[config.mk]
export PLATFORM = sky130hd
export DESIGN_NAME = dmd_video_gen
export DESIGN_NICKNAME = d
export VERILOG_FILES = /design/src/rtl/dmd_pkg.sv /design/src/rtl/dmd_timing.sv /design/src/rtl/dmd_video_gen.sv
export SDC_FILE = /design/constraint.sdc
export NUM_CORES = 1
export LEC_CHECK = 0
export BUFFER_PORTS_ARGS = -buffer_cell sky130_fd_sc_hd__clkbuf_2
export CAP_MARGIN = 20
export CORE_AREA = 2 2 135 137
export DETAILED_ROUTE_END_ITERATION = 10
export DIE_AREA = 0 0 137 139
export GPL_TIMING_DRIVEN = 0
export PLACE_DENSITY = 0.79
export SYNTH_ARGS = -nofsm -noshare
export SYNTH_HDL_FRONTEND = slang
export SYNTH_SLANG_ARGS = --single-unit
[constraint.sdc]
create_clock -name clk -period 5.7 [get_ports clk]
set_input_delay 1.14 -clock clk [delete_from_list [all_inputs] [get_ports clk]]
set_output_delay 1.14 -clock clk [all_outputs]
set_load 0.05 [all_outputs]
[src/rtl/dmd_pkg.sv]
// dmd_pkg: shared timing defaults, pipeline record and helper functions for the DMD video generator.
package dmd_pkg;
  localparam int H_ACTIVE_DEF = 800;
  localparam int H_FP_DEF = 40;
  localparam int H_SYNC_DEF = 128;
  localparam int H_BP_DEF = 88;
  localparam int V_ACTIVE_DEF = 600;
  localparam int V_FP_DEF = 1;
  localparam int V_SYNC_DEF = 4;
  localparam int V_BP_DEF = 23;
  typedef struct packed {
    logic win;
    logic gap;
    logic da;
    logic hs;
    logic vs;
    logic fs;
  } pipe_t;
  function automatic int clog2(input int n);
    int r;
    r = 0;
    while ((1 << r) < n) r++;
    return r;
  endfunction
  // Replicates the bpp-bit intensity down from the MSB until all 8 bits are filled.
  function automatic logic [7:0] bright8(input logic [7:0] d, input int bpp);
    logic [7:0] r;
    r = '0;
    for (int i = 0; i < 8; i += bpp) r = (r >> bpp) | (d << (8 - bpp));
    return r;
  endfunction
  function automatic logic [7:0] cscale(input logic [7:0] c, input logic [7:0] b);
    logic [15:0] p;
    p = c * b;
    return p[15:8];
  endfunction
endpackage

[src/rtl/dmd_timing.sv]
// dmd_timing: raster counters with sync and active-area decode.
module dmd_timing
  import dmd_pkg::*;
#(
  parameter int H_ACTIVE = H_ACTIVE_DEF,
  parameter int H_FP = H_FP_DEF,
  parameter int H_SYNC = H_SYNC_DEF,
  parameter int H_BP = H_BP_DEF,
  parameter int V_ACTIVE = V_ACTIVE_DEF,
  parameter int V_FP = V_FP_DEF,
  parameter int V_SYNC = V_SYNC_DEF,
  parameter int V_BP = V_BP_DEF,
  parameter bit SYNC_POL = 1'b1,
  localparam int H_TOTAL = H_ACTIVE + H_FP + H_SYNC + H_BP,
  localparam int V_TOTAL = V_ACTIVE + V_FP + V_SYNC + V_BP,
  localparam int HW = clog2(H_TOTAL),
  localparam int VW = clog2(V_TOTAL)
) (
  input  logic          clk,
  input  logic          rst,
  output logic [HW-1:0] h_cnt,
  output logic [VW-1:0] v_cnt,
  output logic          h_last,
  output logic          v_last,
  output logic          hs,
  output logic          vs,
  output logic          da
);
  always_comb begin
    h_last = h_cnt == HW'(H_TOTAL - 1);
    v_last = v_cnt == VW'(V_TOTAL - 1);
    hs = (h_cnt >= HW'(H_ACTIVE + H_FP) && h_cnt < HW'(H_ACTIVE + H_FP + H_SYNC)) ? SYNC_POL : ~SYNC_POL;
    vs = (v_cnt >= VW'(V_ACTIVE + V_FP) && v_cnt < VW'(V_ACTIVE + V_FP + V_SYNC)) ? SYNC_POL : ~SYNC_POL;
    da = h_cnt < HW'(H_ACTIVE) && v_cnt < VW'(V_ACTIVE);
  end
  always_ff @(posedge clk or posedge rst)
    if (rst) begin
      h_cnt <= '0;
      v_cnt <= '0;
    end else begin
      h_cnt <= h_last ? '0 : h_cnt + 1'b1;
      if (h_last) v_cnt <= v_last ? '0 : v_cnt + 1'b1;
    end
endmodule

[src/rtl/dmd_video_gen.sv]
// dmd_video_gen: scales a banked dot-matrix frame buffer into a tinted raster video stream.
module dmd_video_gen
  import dmd_pkg::*;
#(
  parameter int H_ACTIVE = H_ACTIVE_DEF,
  parameter int H_FP = H_FP_DEF,
  parameter int H_SYNC = H_SYNC_DEF,
  parameter int H_BP = H_BP_DEF,
  parameter int V_ACTIVE = V_ACTIVE_DEF,
  parameter int V_FP = V_FP_DEF,
  parameter int V_SYNC = V_SYNC_DEF,
  parameter int V_BP = V_BP_DEF,
  parameter bit SYNC_POL = 1'b1,
  parameter int DMD_W = 128,
  parameter int DMD_H = 32,
  parameter int SCALE = 6,
  parameter int X_OFF = 16,
  parameter int Y_OFF = 204,
  parameter int BPP = 4,
  localparam int ADDR_W = clog2(DMD_W * DMD_H) + 1
) (
  input  logic              clk,
  input  logic              rst,
  output logic [ADDR_W-1:0] rd_addr,
  input  logic [BPP-1:0]    rd_data,
  input  logic [23:0]       tint,
  input  logic              dot_gap,
  input  logic              swap_req,
  output logic              swap_ack,
  output logic              display_bank,
  output logic              hSync,
  output logic              vSync,
  output logic              DrawArea,
  output logic [7:0]        red,
  output logic [7:0]        green,
  output logic [7:0]        blue,
  output logic              frame_start
);
  localparam int H_TOTAL = H_ACTIVE + H_FP + H_SYNC + H_BP;
  localparam int V_TOTAL = V_ACTIVE + V_FP + V_SYNC + V_BP;
  localparam int HW = clog2(H_TOTAL);
  localparam int VW = clog2(V_TOTAL);
  localparam int XW = clog2(DMD_W + 1);
  localparam int YW = clog2(DMD_H + 1);
  localparam int SW = clog2(SCALE + 1);
  localparam int IW = ADDR_W - 1;
  localparam pipe_t PIPE_RST = '{win: 1'b0, gap: 1'b0, da: 1'b0, hs: ~SYNC_POL, vs: ~SYNC_POL, fs: 1'b0};
  logic [HW-1:0] h_cnt;
  logic [VW-1:0] v_cnt;
  logic h_last, v_last, hs, vs, da;
  logic [XW-1:0] dx;
  logic [YW-1:0] dy;
  logic [SW-1:0] sx, sy;
  logic xon, yon, gap_l, origin, do_swap, bank_next, x_start, y_start, vis;
  logic [23:0] tint_l;
  logic [7:0] b8;
  pipe_t s0, s1, s2;
  dmd_timing #(
    .H_ACTIVE(H_ACTIVE), .H_FP(H_FP), .H_SYNC(H_SYNC), .H_BP(H_BP),
    .V_ACTIVE(V_ACTIVE), .V_FP(V_FP), .V_SYNC(V_SYNC), .V_BP(V_BP),
    .SYNC_POL(SYNC_POL)
  ) u_timing (
    .clk(clk), .rst(rst), .h_cnt(h_cnt), .v_cnt(v_cnt),
    .h_last(h_last), .v_last(v_last), .hs(hs), .vs(vs), .da(da)
  );
  // Window edges are detected one pixel/line early so the sub-dot counters restart exactly on X_OFF/Y_OFF.
  always_comb begin
    origin = h_cnt == '0 && v_cnt == '0;
    do_swap = origin && swap_req;
    bank_next = display_bank ^ do_swap;
    x_start = h_cnt == HW'((X_OFF + H_TOTAL - 1) % H_TOTAL);
    y_start = h_last && v_cnt == VW'((Y_OFF + V_TOTAL - 1) % V_TOTAL);
    s0.win = xon && yon && dx < XW'(DMD_W) && dy < YW'(DMD_H);
    s0.gap = (origin ? dot_gap : gap_l) && (sx == SW'(SCALE - 1) || sy == SW'(SCALE - 1));
    s0.da = da;
    s0.hs = hs;
    s0.vs = vs;
    s0.fs = origin;
    vis = s2.win && s2.da && !s2.gap;
    b8 = bright8(8'(rd_data), BPP);
  end
  always_ff @(posedge clk or posedge rst)
    if (rst) begin
      sx <= '0;
      dx <= '0;
      xon <= (X_OFF == 0);
      sy <= '0;
      dy <= '0;
      yon <= (Y_OFF == 0);
    end else begin
      xon <= x_start || (xon && !h_last);
      sx <= (x_start || sx == SW'(SCALE - 1)) ? '0 : sx + 1'b1;
      dx <= x_start ? '0 : (sx == SW'(SCALE - 1) && dx != XW'(DMD_W)) ? dx + 1'b1 : dx;
      if (h_last) begin
        yon <= y_start || (yon && !v_last);
        sy <= (y_start || sy == SW'(SCALE - 1)) ? '0 : sy + 1'b1;
        dy <= y_start ? '0 : (sy == SW'(SCALE - 1) && dy != YW'(DMD_H)) ? dy + 1'b1 : dy;
      end
    end
  always_ff @(posedge clk or posedge rst)
    if (rst) begin
      display_bank <= 1'b0;
      swap_ack <= 1'b0;
      tint_l <= '0;
      gap_l <= 1'b0;
      rd_addr <= '0;
      s1 <= PIPE_RST;
      s2 <= PIPE_RST;
      red <= '0;
      green <= '0;
      blue <= '0;
      DrawArea <= 1'b0;
      hSync <= ~SYNC_POL;
      vSync <= ~SYNC_POL;
      frame_start <= 1'b0;
    end else begin
      display_bank <= bank_next;
      swap_ack <= do_swap;
      if (origin) begin
        tint_l <= tint;
        gap_l <= dot_gap;
      end
      if (s0.win) rd_addr <= {bank_next, IW'(dy * DMD_W + dx)};
      s1 <= s0;
      s2 <= s1;
      red <= vis ? cscale(tint_l[23:16], b8) : '0;
      green <= vis ? cscale(tint_l[15:8], b8) : '0;
      blue <= vis ? cscale(tint_l[7:0], b8) : '0;
      DrawArea <= s2.da;
      hSync <= s2.hs;
      vSync <= s2.vs;
      frame_start <= s2.fs;
    end
endmodule
Yosys cells after proc, flatten, opt, wreduce, memory -nomap -nowiden --
Index checks and enable logic that the tools add are counted.
Cells by class: add/sub/neg operators 7, $mul 3, magnitude comparators 8, equal/unequal tests 8, mux-type cells 14, bitwise operators 2, reductions and logical operators 29
Operators by type and width (count):
- 8-bit by 8-bit multiplier with 16-bit output | 3
- 8-bit two-way mux | 5
- 11-bit by 10-bit < comparator with 1-bit output (second input constant) | 2
- 10-bit < comparator (second input constant) | 2
- 1-bit logical AND | 16
- 12-bit by 8-bit adder with 12-bit output | 1
- 6-bit two-way mux | 2
- 11-bit by 1-bit adder with 11-bit output (second input constant) | 1
- 11-bit equality test (second input constant) | 1
- 11-bit by 4-bit equality test with 1-bit output (second input constant) | 1
- 11-bit by 10-bit >= comparator with 1-bit output (second input constant) | 1
- 11-bit zero test | 1
- 11-bit two-way mux | 1
- 10-bit by 1-bit adder with 10-bit output (second input constant) | 1
- 10-bit equality test (second input constant) | 1
- 10-bit by 8-bit equality test with 1-bit output (second input constant) | 1
- 10-bit >= comparator (second input constant) | 1
- 10-bit zero test | 1
- 10-bit two-way mux | 1
- 8-bit by 1-bit adder with 8-bit output (second input constant) | 1
- 8-bit < comparator (second input constant) | 1
- 8-bit inequality test (second input constant) | 1
- 4-bit by 8-bit OR with 8-bit output | 1
- 3-bit by 1-bit adder with 3-bit output (second input constant) | 2
- other kinds (11) | 22
Word-level totals: flip-flop bits (word level) 123, output and inout bits 43, word-level logic and storage cells 103

Depth between registers and ports, before layout --
Gate-level depths: netlist (run 1).
depth in word-level cells 4, depth in mapped cells 18

Cells and area by module --
A second synthesis (run 1) with hierarchy kept.
Unflattened totals: cells, all modules 1045, area, all modules 10442.5 um2
Modules (own cells, without submodules):
- dmd_video_gen | times used 1, cells each 926, area an instance 9282.7 um2
- dmd_timing | times used 1, cells each 119, area an instance 1159.9 um2

Worst setup path after synthesis (run 1) --
OpenSTA, ideal clock, no wires.
path type input to register, start point input rd_data[1], end point register red[4], library setup time 132 ps, arrival 5178 ps, data required time 5568 ps, path slack 390 ps, stages on the path 17, path buffers 2, path through clkbuf_1 clkbuf_1 nand2_1 inv_1 fa_1 fa_1 fa_1 inv_1 fa_1 inv_1 ha_1 a21oi_1 o21ai_0 a32oi_1 a21boi_0 xnor2_1 nor2_1
Between the ends: longest elaborated chain between the ends 3
Ends and longest elaborated chain:
- from (decl) | RTL line dmd_video_gen.sv:25 | input logic [BPP-1:0] rd_data,
- 4-bit by 8-bit OR with 8-bit output | RTL line dmd_pkg.sv:29 | for (int i = 0; i < 8; i += bpp) r = (r >> bpp) | (d << (8 - bpp));
- 8-bit by 8-bit multiplier with 16-bit output | RTL line dmd_pkg.sv:34 | p = c * b;
- 8-bit two-way mux | RTL line dmd_video_gen.sv:126 | red <= vis ? cscale(tint_l[23:16], b8) : '0;
- to (signal assigned) | RTL line dmd_video_gen.sv:126
- to (decl) | RTL line dmd_video_gen.sv:34 | output logic [7:0] red,
No other way between the ends. A chain may end at the register's enable or synchronous reset.

Worst setup path in the final report (run 1) --
start point input rd_data[2], end point register red[4]
The elaborated chain is that of the path after synthesis.

==> results.json, run 1 <==
{
  "cellPowerDensity_nw_per_um2": 295,
  "num-fill-cells": 1334,
  "design.core.area_um2": 17700,
  "die_area_um2": 19000,
  "postCtsSetupRepairBufs": 0,
  "path_cells": "clkbuf_2 > clkbuf_1 > and2_1 > fa_1 > fa_1 > fa_1 > inv_1 > fa_1 > inv_1 > ha_1 > a21oi_1 > o21ai_0 > a32oi_2 > a21boi_0 > xnor2_1 > nor2_1",
  "avgRoutedWirePerCell_um": 15.5,
  "netlist_area_um2": 10500,
  "crit_path_arrival_time_ns": 5.69,
  "cts-root-buf": "sky130_fd_sc_hd__clkbuf_16",
  "slowest_stage": "sky130_fd_sc_hd__fa_1",
  "number_of_nets_in_the_layout": 1398,
  "min_from": "s2[0]",
  "setup.worst_path.end_class": "flip-flop",
  "async_reset_ff_share_pct": 100,
  "clock_tree.htree_level_count": 4,
  "switching_share_pct": 38.9,
  "num_rows": 49,
  "design_area_um2": 11800,
  "synth_top_cell_area_share_pct": 29.2,
  "clock_tree_from_tritoncts": "done",
  "number_of_iterations_in_the_first_detailed_routing_pass": 5,
  "overflow": 0,
  "crit_path_top_cell_by_count": "sky130_fd_sc_hd__fa_1",
  "i_o_pin_count": 75,
  "total_power_mw": 3.49,
  "numPlacedInstances": 1356,
  "synth.lib_cells_used.distinct": 65,
  "multi_input_area_um2": 6540,
  "finalWirelength_um": 21500,
  "hold_viol_final": 0,
  "cts_made_buffers": 17,
  "drt_drc_violations_left": 0,
  "grt_max_degree": 97,
  "dieWidth_um": 137,
  "mappedNetlistNets": 1306,
  "ant_nets": 0,
  "power.clock.fraction_pct": 31.4,
  "synth_seq_area_share_pct": 29.2,
  "vdd_ir_drop_max_uv": 230,
  "final_cell_count_no_fill": 1388,
  "switching_power_mw": 1.36,
  "crit_start": "rd_data[2]",
  "drt-vias-per-instance": 5.40,
  "maxSlewViolCount": 0,
  "worst_skew_late_latency_ns": 0.44,
  "postSynth.topFlopCell": "sky130_fd_sc_hd__dfrtp_1",
  "antenna-diode-count": 0,
  "max_freq_ghz": 0.185,
  "comb_power_share_pct": 42.8,
  "worstPathRequired_ns": 5.99,
  "gp_congestion": 0.918,
  "gr-usage-all-layers_pct": 24.5,
  "number_of_violations_of_the_max_capacitance_limit": 0,
  "dieHeight_um": 139,
  "antenna_found_initial": 0,
  "worst_clock_skew_ns": 0.00960,
  "vias": 7491,
  "power_frac_seq_pct": 25.7,
  "flow.area_growth_from_synthesis_pct": 12.2,
  "start_util_pct": 59.6,
  "worst_slew_pin_slew_ns": 0.810,
  "fraction_of_layout_instances_using_a_drive_strength_above_1_pct": 13.5,
  "rr_startpoint": "tint_l[1]",
  "cell_taking_the_most_area_after_synthesis": "sky130_fd_sc_hd__dfrtp_1",
  "cts.reportedPaths.clkPinSlew_ns": 0.06,
  "numPortBuffers": 72,
  "syn-mean-instance-area_um2": 9.99,
  "clock_path_buffers": 2,
  "yosys-top-cells-area": "sky130_fd_sc_hd__dfrtp_1 (29%), sky130_fd_sc_hd__fa_1 (20%), sky130_fd_sc_hd__ha_1 (14%), sky130_fd_sc_hd__inv_1 (7.4%), sky130_fd_sc_hd__nand2_1 (3.1%)",
  "crit_fanout": 10,
  "finalSetupTns_ns": 0,
  "run_status": "complete, no violations",
  "layout_worst_path_cycle_share_pct": 94.9,
  "drt_first_iter_violations": 405,
  "hold_buffers": 0,
  "internal_power_mw": 2.13,
  "static-leakage-power_nw": 6.34,
  "vias_in_the_first_global_route": 7679,
  "synth_warnings": 0,
  "setup.worst_path.start_class": "input port",
  "setup_violating_endpoint_count_in_the_final_report": 0,
  "seqCellArea_um2": 3080,
  "synth-seq-cells": 123,
  "sink_count": 123,
  "hp-class": "flip-flop to flip-flop",
  "slowest_delay_ns": 0.56,
  "grt_first_pass_wirelength_um": 36600,
  "post_dp_cell_area_um2": 11200,
  "synth_edf_count": 0,
  "timing.setup.critical_path_class": "input port to flip-flop",
  "finalCriticalPeriod_ns": 5.41,
  "dp.final_hpwl_um": 16800,
  "max-slew-margin-rel_pct": 45.6,
  "grt_setup_unrepaired": "false",
  "synth_cells": 1054
}
-- synth_stat cells (3+ instances only) --
cell,count
sky130_fd_sc_hd__inv_1,207
sky130_fd_sc_hd__dfrtp_1,123
sky130_fd_sc_hd__ha_1,115
sky130_fd_sc_hd__fa_1,105
sky130_fd_sc_hd__nand2_1,87
sky130_fd_sc_hd__nor2_1,60
sky130_fd_sc_hd__and2_1,49
sky130_fd_sc_hd__a21oi_1,30
sky130_fd_sc_hd__mux2_2,25
sky130_fd_sc_hd__xnor2_1,25
sky130_fd_sc_hd__xor2_1,24
sky130_fd_sc_hd__clkbuf_1,22
sky130_fd_sc_hd__nand3_1,20
sky130_fd_sc_hd__o21ai_0,20
sky130_fd_sc_hd__nor3_1,18
sky130_fd_sc_hd__a21o_1,14
sky130_fd_sc_hd__nand4_1,12
sky130_fd_sc_hd__mux2_1,10
sky130_fd_sc_hd__and4_1,7
sky130_fd_sc_hd__nor2b_1,5
sky130_fd_sc_hd__or3_1,5
sky130_fd_sc_hd__a31oi_1,4
sky130_fd_sc_hd__buf_6,4
sky130_fd_sc_hd__nor3b_1,4
sky130_fd_sc_hd__o31ai_1,4
sky130_fd_sc_hd__a211oi_1,3
sky130_fd_sc_hd__and3_1,3
sky130_fd_sc_hd__nand4b_1,3
-- per-stage QoR --
step           hold WS, ns  worst slack (ns)  utilization (%)
4_1_cts              0.346            0.0518             66.9
6_report             0.344             0.294             66.9
2_1_floorplan        0.331             0.390                -
3_5_place_dp         0.336            -0.693             63.5
3_3_place_gp         0.332            -0.521             63.3
5_1_grt              0.355            0.0199             66.9
-- critical path: cells and delay by family --
family                   cells  cell delay [ns]
buffers and inverters        4             0.67
AND/OR/NAND/NOR              2             0.33
adder cells (fa/ha/maj)      5             2.44
AO/OA/AOI/OAI                4             0.92
XOR/XNOR                     1             0.18
-- final timing paths --
check / to / slack, ns / cells after the start
setup / recovery: red[4] / 0.29 / 16
hold / removal: frame_start / 0.34 / 0
setup reg to reg: blue[6] / 1.04 / 14
hold reg to reg: frame_start / 0.34 / 0
max in group asynchronous: green[7] / 4.28 / 3
min in group asynchronous: blue[4] / 0.66 / 2
-- power groups by stage --
stage	logic (mW)	clock network (mW)	registers, mW
floorplan	1.16	0	0.908
global placement	1.40	0	0.913
detailed placement	1.46	0	0.913
CTS	1.48	1.11	0.897
global route	1.71	1.15	0.899
finish	1.49	1.10	0.898
-- flip-flops by register name (all words and copies together), names as in the netlist, 3 cells and up --
signal	flops
green	8
sx	3
blue	8
tint_l	24
dx	8
s1	6
s2	6
sy	3
rd_addr	13
u_timing.h_cnt	11
dy	6
u_timing.v_cnt	10
red	8
-- placed cells by master, fill, tap and decap left out, drive strengths merged, types with 3 or more instances in the layout --
cell type,netlist,routed
o31ai,4,4
mux2,36,36
and2,51,51
a31oi,4,4
or3,5,5
dfrtp,123,123
xor2,25,25
and3,3,3
nor2,60,60
inv,207,216
buf,7,8
nand3,21,21
nand4,12,12
ha,115,115
nand2,87,87
nor3,18,18
a21o,14,14
nor3b,4,4
o21ai,21,21
a211oi,3,3
clkbuf,22,112
nor2b,5,5
and4,7,7
a21oi,30,30
fa,105,105
nand4b,4,4
a311oi,3,3
xnor2,25,25
-- final cells by class --
type | instances | share of cell area, %
inverters | 207 | 6.62
well taps | 229 | 2.42
multi-input cells | 695 | 55.4
plain buffers | 29 | 1.29
clock buffers | 18 | 3.72
flip-flops and latches | 123 | 26.0
clock inverters | 14 | 1.26
repair buffers | 73 | 3.28
-- layer usage --
metal | up-vias | routed length (µm) | track usage [%]
met5 | - | 0 | 0
met4 | 0 | 528 | 8.79
met3 | 42 | 1160 | 5.37
met2 | 209 | 10700 | 40.5
met1 | 3680 | 9130 | 31.8
li1 | 3560 | - | -
-- what timing repair did --
item,in CTS,in global routing
cloned,0,0
setup endpoints to repair,6,12
resized for setup,3,11
-- kinds of logic after synthesis --
family          Yosys count  synth area share, %
compound gates           97                 5.99
xor+xnor                 50                 4.23
fa+ha+maj               220                 33.6
buf+inv                 236                 8.75
flops                   123                 29.2
mux                      37                 3.98
simple gates            291                 14.2
No activity file was read; power rests on OpenSTA's default activity.
==> run 2, diff against run 1 <==
--- a/config.mk
+++ b/config.mk
@@ -7,3 +7,3 @@
 export LEC_CHECK = 0
-export BUFFER_PORTS_ARGS = -buffer_cell sky130_fd_sc_hd__clkbuf_2
+export BUFFER_PORTS_ARGS = -buffer_cell sky130_fd_sc_hd__buf_2
 export CAP_MARGIN = 20
==> constraint.sdc (replaced) <==
create_clock -name clk -period 5.7 [get_ports clk]
set_input_delay 0.285 -clock clk [delete_from_list [all_inputs] [get_ports clk]]
set_output_delay 0.285 -clock clk [all_outputs]
set_load 0.05 [all_outputs]
==> run 2 against run 1 <==
Effect of this change: die area is the same; combinational power about the same; cell count is essentially flat; register-to-register slack worse by 0.12 ns; first-iteration DRC count is 9.1% higher; sequential cell count unchanged; clock skew about the same; utilization shrank 0.057 points; largest cell class unchanged; clock power barely moved; routed wire length up 1.3%; worst hold slack lost 0.27 ns; fmax increased by 6.9%.
==> results.json, run 2 (synthesis results as in run 1) <==
{
  "finalWirelength_um": 21800,
  "antenna_found_initial": 0,
  "grt_setup_unrepaired": "false",
  "drt-vias-per-instance": 5.47,
  "crit_fanout": 10,
  "vdd_ir_drop_max_uv": 218,
  "wl_met1_um": 9070,
  "top_signal_layer_used": "met4",
  "static-leakage-power_nw": 6.36,
  "clock_path_buffers": 2,
  "max_freq_ghz": 0.198,
  "dieWidth_um": 137,
  "overflow": 0,
  "finalCriticalPeriod_ns": 5.06,
  "holdWs_ns": 0.0709,
  "flow.area_growth_from_synthesis_pct": 12.1,
  "dieHeight_um": 139,
  "timing.setup.critical_path_class": "input port to flip-flop",
  "grt_first_pass_wirelength_um": 37100,
  "largest_reg_flops": 24,
  "design.core.area_um2": 17700,
  "post_dp_cell_area_um2": 11200,
  "route.met2.wl_um": 11000,
  "maxSlewViolCount": 0,
  "regMostFlops": "tint_l",
  "setup.worst_path.end_class": "flip-flop",
  "vias_in_the_first_global_route": 7752,
  "worst_clock_skew_ns": 0.00979,
  "cts-resized-gates": 0,
  "sink_count": 123,
  "cellPowerDensity_nw_per_um2": 293,
  "final_common_cell": "sky130_fd_sc_hd__inv_1",
  "setup_violating_endpoint_count_in_the_final_report": 0,
  "seqCellArea_um2": 3080,
  "finalSetupTns_ns": 0,
  "design_area_um2": 11800,
  "drt_first_iter_violations": 442,
  "postCtsSetupRepairBufs": 0,
  "hp-class": "input port to flip-flop",
  "hold_viol_final": 0,
  "start_util_pct": 59.6,
  "worst_skew_late_latency_ns": 0.43,
  "i_o_pin_count": 75,
  "number_of_nets_in_the_layout": 1399,
  "fraction_of_layout_instances_using_a_drive_strength_above_1_pct": 12.7,
  "vias": 7603,
  "gr-usage-all-layers_pct": 24.8,
  "setup.worst_path.start_class": "input port",
  "final_cell_mix": "sky130_fd_sc_hd__inv_1 (206), sky130_fd_sc_hd__dfrtp_1 (123), sky130_fd_sc_hd__ha_1 (115)",
  "cts-root-buf": "sky130_fd_sc_hd__clkbuf_16",
  "clock_tree.htree_level_count": 4,
  "num_rows": 49,
  "die_area_um2": 19000,
  "dp.final_hpwl_um": 16800,
  "number_of_iterations_in_the_first_detailed_routing_pass": 5,
  "multi_input_area_um2": 6530,
  "utilization_pct": 66.9,
  "number_of_violations_of_the_max_capacitance_limit": 0,
  "numPortBuffers": 72,
  "max-slew-margin-rel_pct": 42.5,
  "worst_slew_pin_slew_ns": 0.855,
  "detailroute.wirelength.met3_um": 1130,
  "cts_made_buffers": 17,
  "run_status": "complete, no violations",
  "cts.reportedPaths.clkPinSlew_ns": 0.06,
  "grt_max_degree": 97,
  "gp_congestion": 0.925,
  "total_power_mw": 3.46,
  "clock_tree_from_tritoncts": "done",
  "crit_path_arrival_time_ns": 5.34,
  "avgRoutedWirePerCell_um": 15.7,
  "layout_worst_path_cycle_share_pct": 88.7,
  "drt_drc_violations_left": 0,
  "worstPathRequired_ns": 5.99,
  "ant_nets": 0,
  "antenna-diode-count": 0,
  "largestRegisters": "tint_l (24), rd_addr (13), u_timing.h_cnt (11)",
  "num-fill-cells": 1341
}
run 2: per-layer routing:
| metal | GRT usage (%) | vias up |
|---|---|---|
| li1 | - | 3564 |
| met5 | 0 | - |
| met3 | 4.90 | 36 |
| met2 | 41.2 | 224 |
| met1 | 32.3 | 3779 |
| met4 | 8.84 | 0 |
run 2: through the flow:
step | std cells | setup slack, ns
2_1_floorplan | 1054 | 1.24
3_3_place_gp | 1355 | 0.334
3_5_place_dp | 1356 | 0.295
4_1_cts | 1389 | 0.713
5_1_grt | 1389 | 0.426
6_report | 1389 | 0.644
run 2: repair_timing:
item,CTS,global route
hold buffers,1,0
endpoints found under the hold margin,27,0
endpoints found under the setup margin,0,0
run 2: final timing paths:
check / start / to / slack (ns) / cells past startpoint
max: rd_data[1] / red[4] / 0.64 / 17
min: tint[3] / tint_l[3] / 0.07 / 2
max reg2reg: tint_l[18] / red[4] / 0.92 / 14
min reg2reg: s2[2] / hSync / 0.35 / 0
max in group asynchronous: rst / tint_l[15] / 4.57 / 4
min in group asynchronous: rst / blue[4] / 0.37 / 3
run 2: report_power, final:
group / switching [mW] / internal [mW]
sequential: 0.0151 / 0.883
combinational: 0.860 / 0.615
clock: 0.453 / 0.630
run 2: cell type report:
type / instances / area share [%]
inverters: 207 / 6.62
clock buffers: 18 / 3.72
clock inverters: 14 / 1.27
flip-flops and latches: 123 / 26.1
multi-input cells: 695 / 55.3
plain buffers: 29 / 1.22
repair buffers: 74 / 3.37
well taps: 229 / 2.43
run 2: worst max-delay path: stages:
cell and delay [ns]:
sky130_fd_sc_hd__clkbuf_1 0.39, sky130_fd_sc_hd__clkbuf_1 0.50, sky130_fd_sc_hd__nand2_1 0.19, sky130_fd_sc_hd__inv_1 0.11, sky130_fd_sc_hd__fa_1 0.45, sky130_fd_sc_hd__fa_1 0.52
sky130_fd_sc_hd__fa_1 0.55, sky130_fd_sc_hd__inv_1 0.06, sky130_fd_sc_hd__fa_1 0.54, sky130_fd_sc_hd__inv_1 0.04, sky130_fd_sc_hd__ha_1 0.34, sky130_fd_sc_hd__a21oi_1 0.16
sky130_fd_sc_hd__o21ai_0 0.13, sky130_fd_sc_hd__a32oi_1 0.57, sky130_fd_sc_hd__a21boi_0 0.23, sky130_fd_sc_hd__xnor2_1 0.20, sky130_fd_sc_hd__nor2_1 0.05
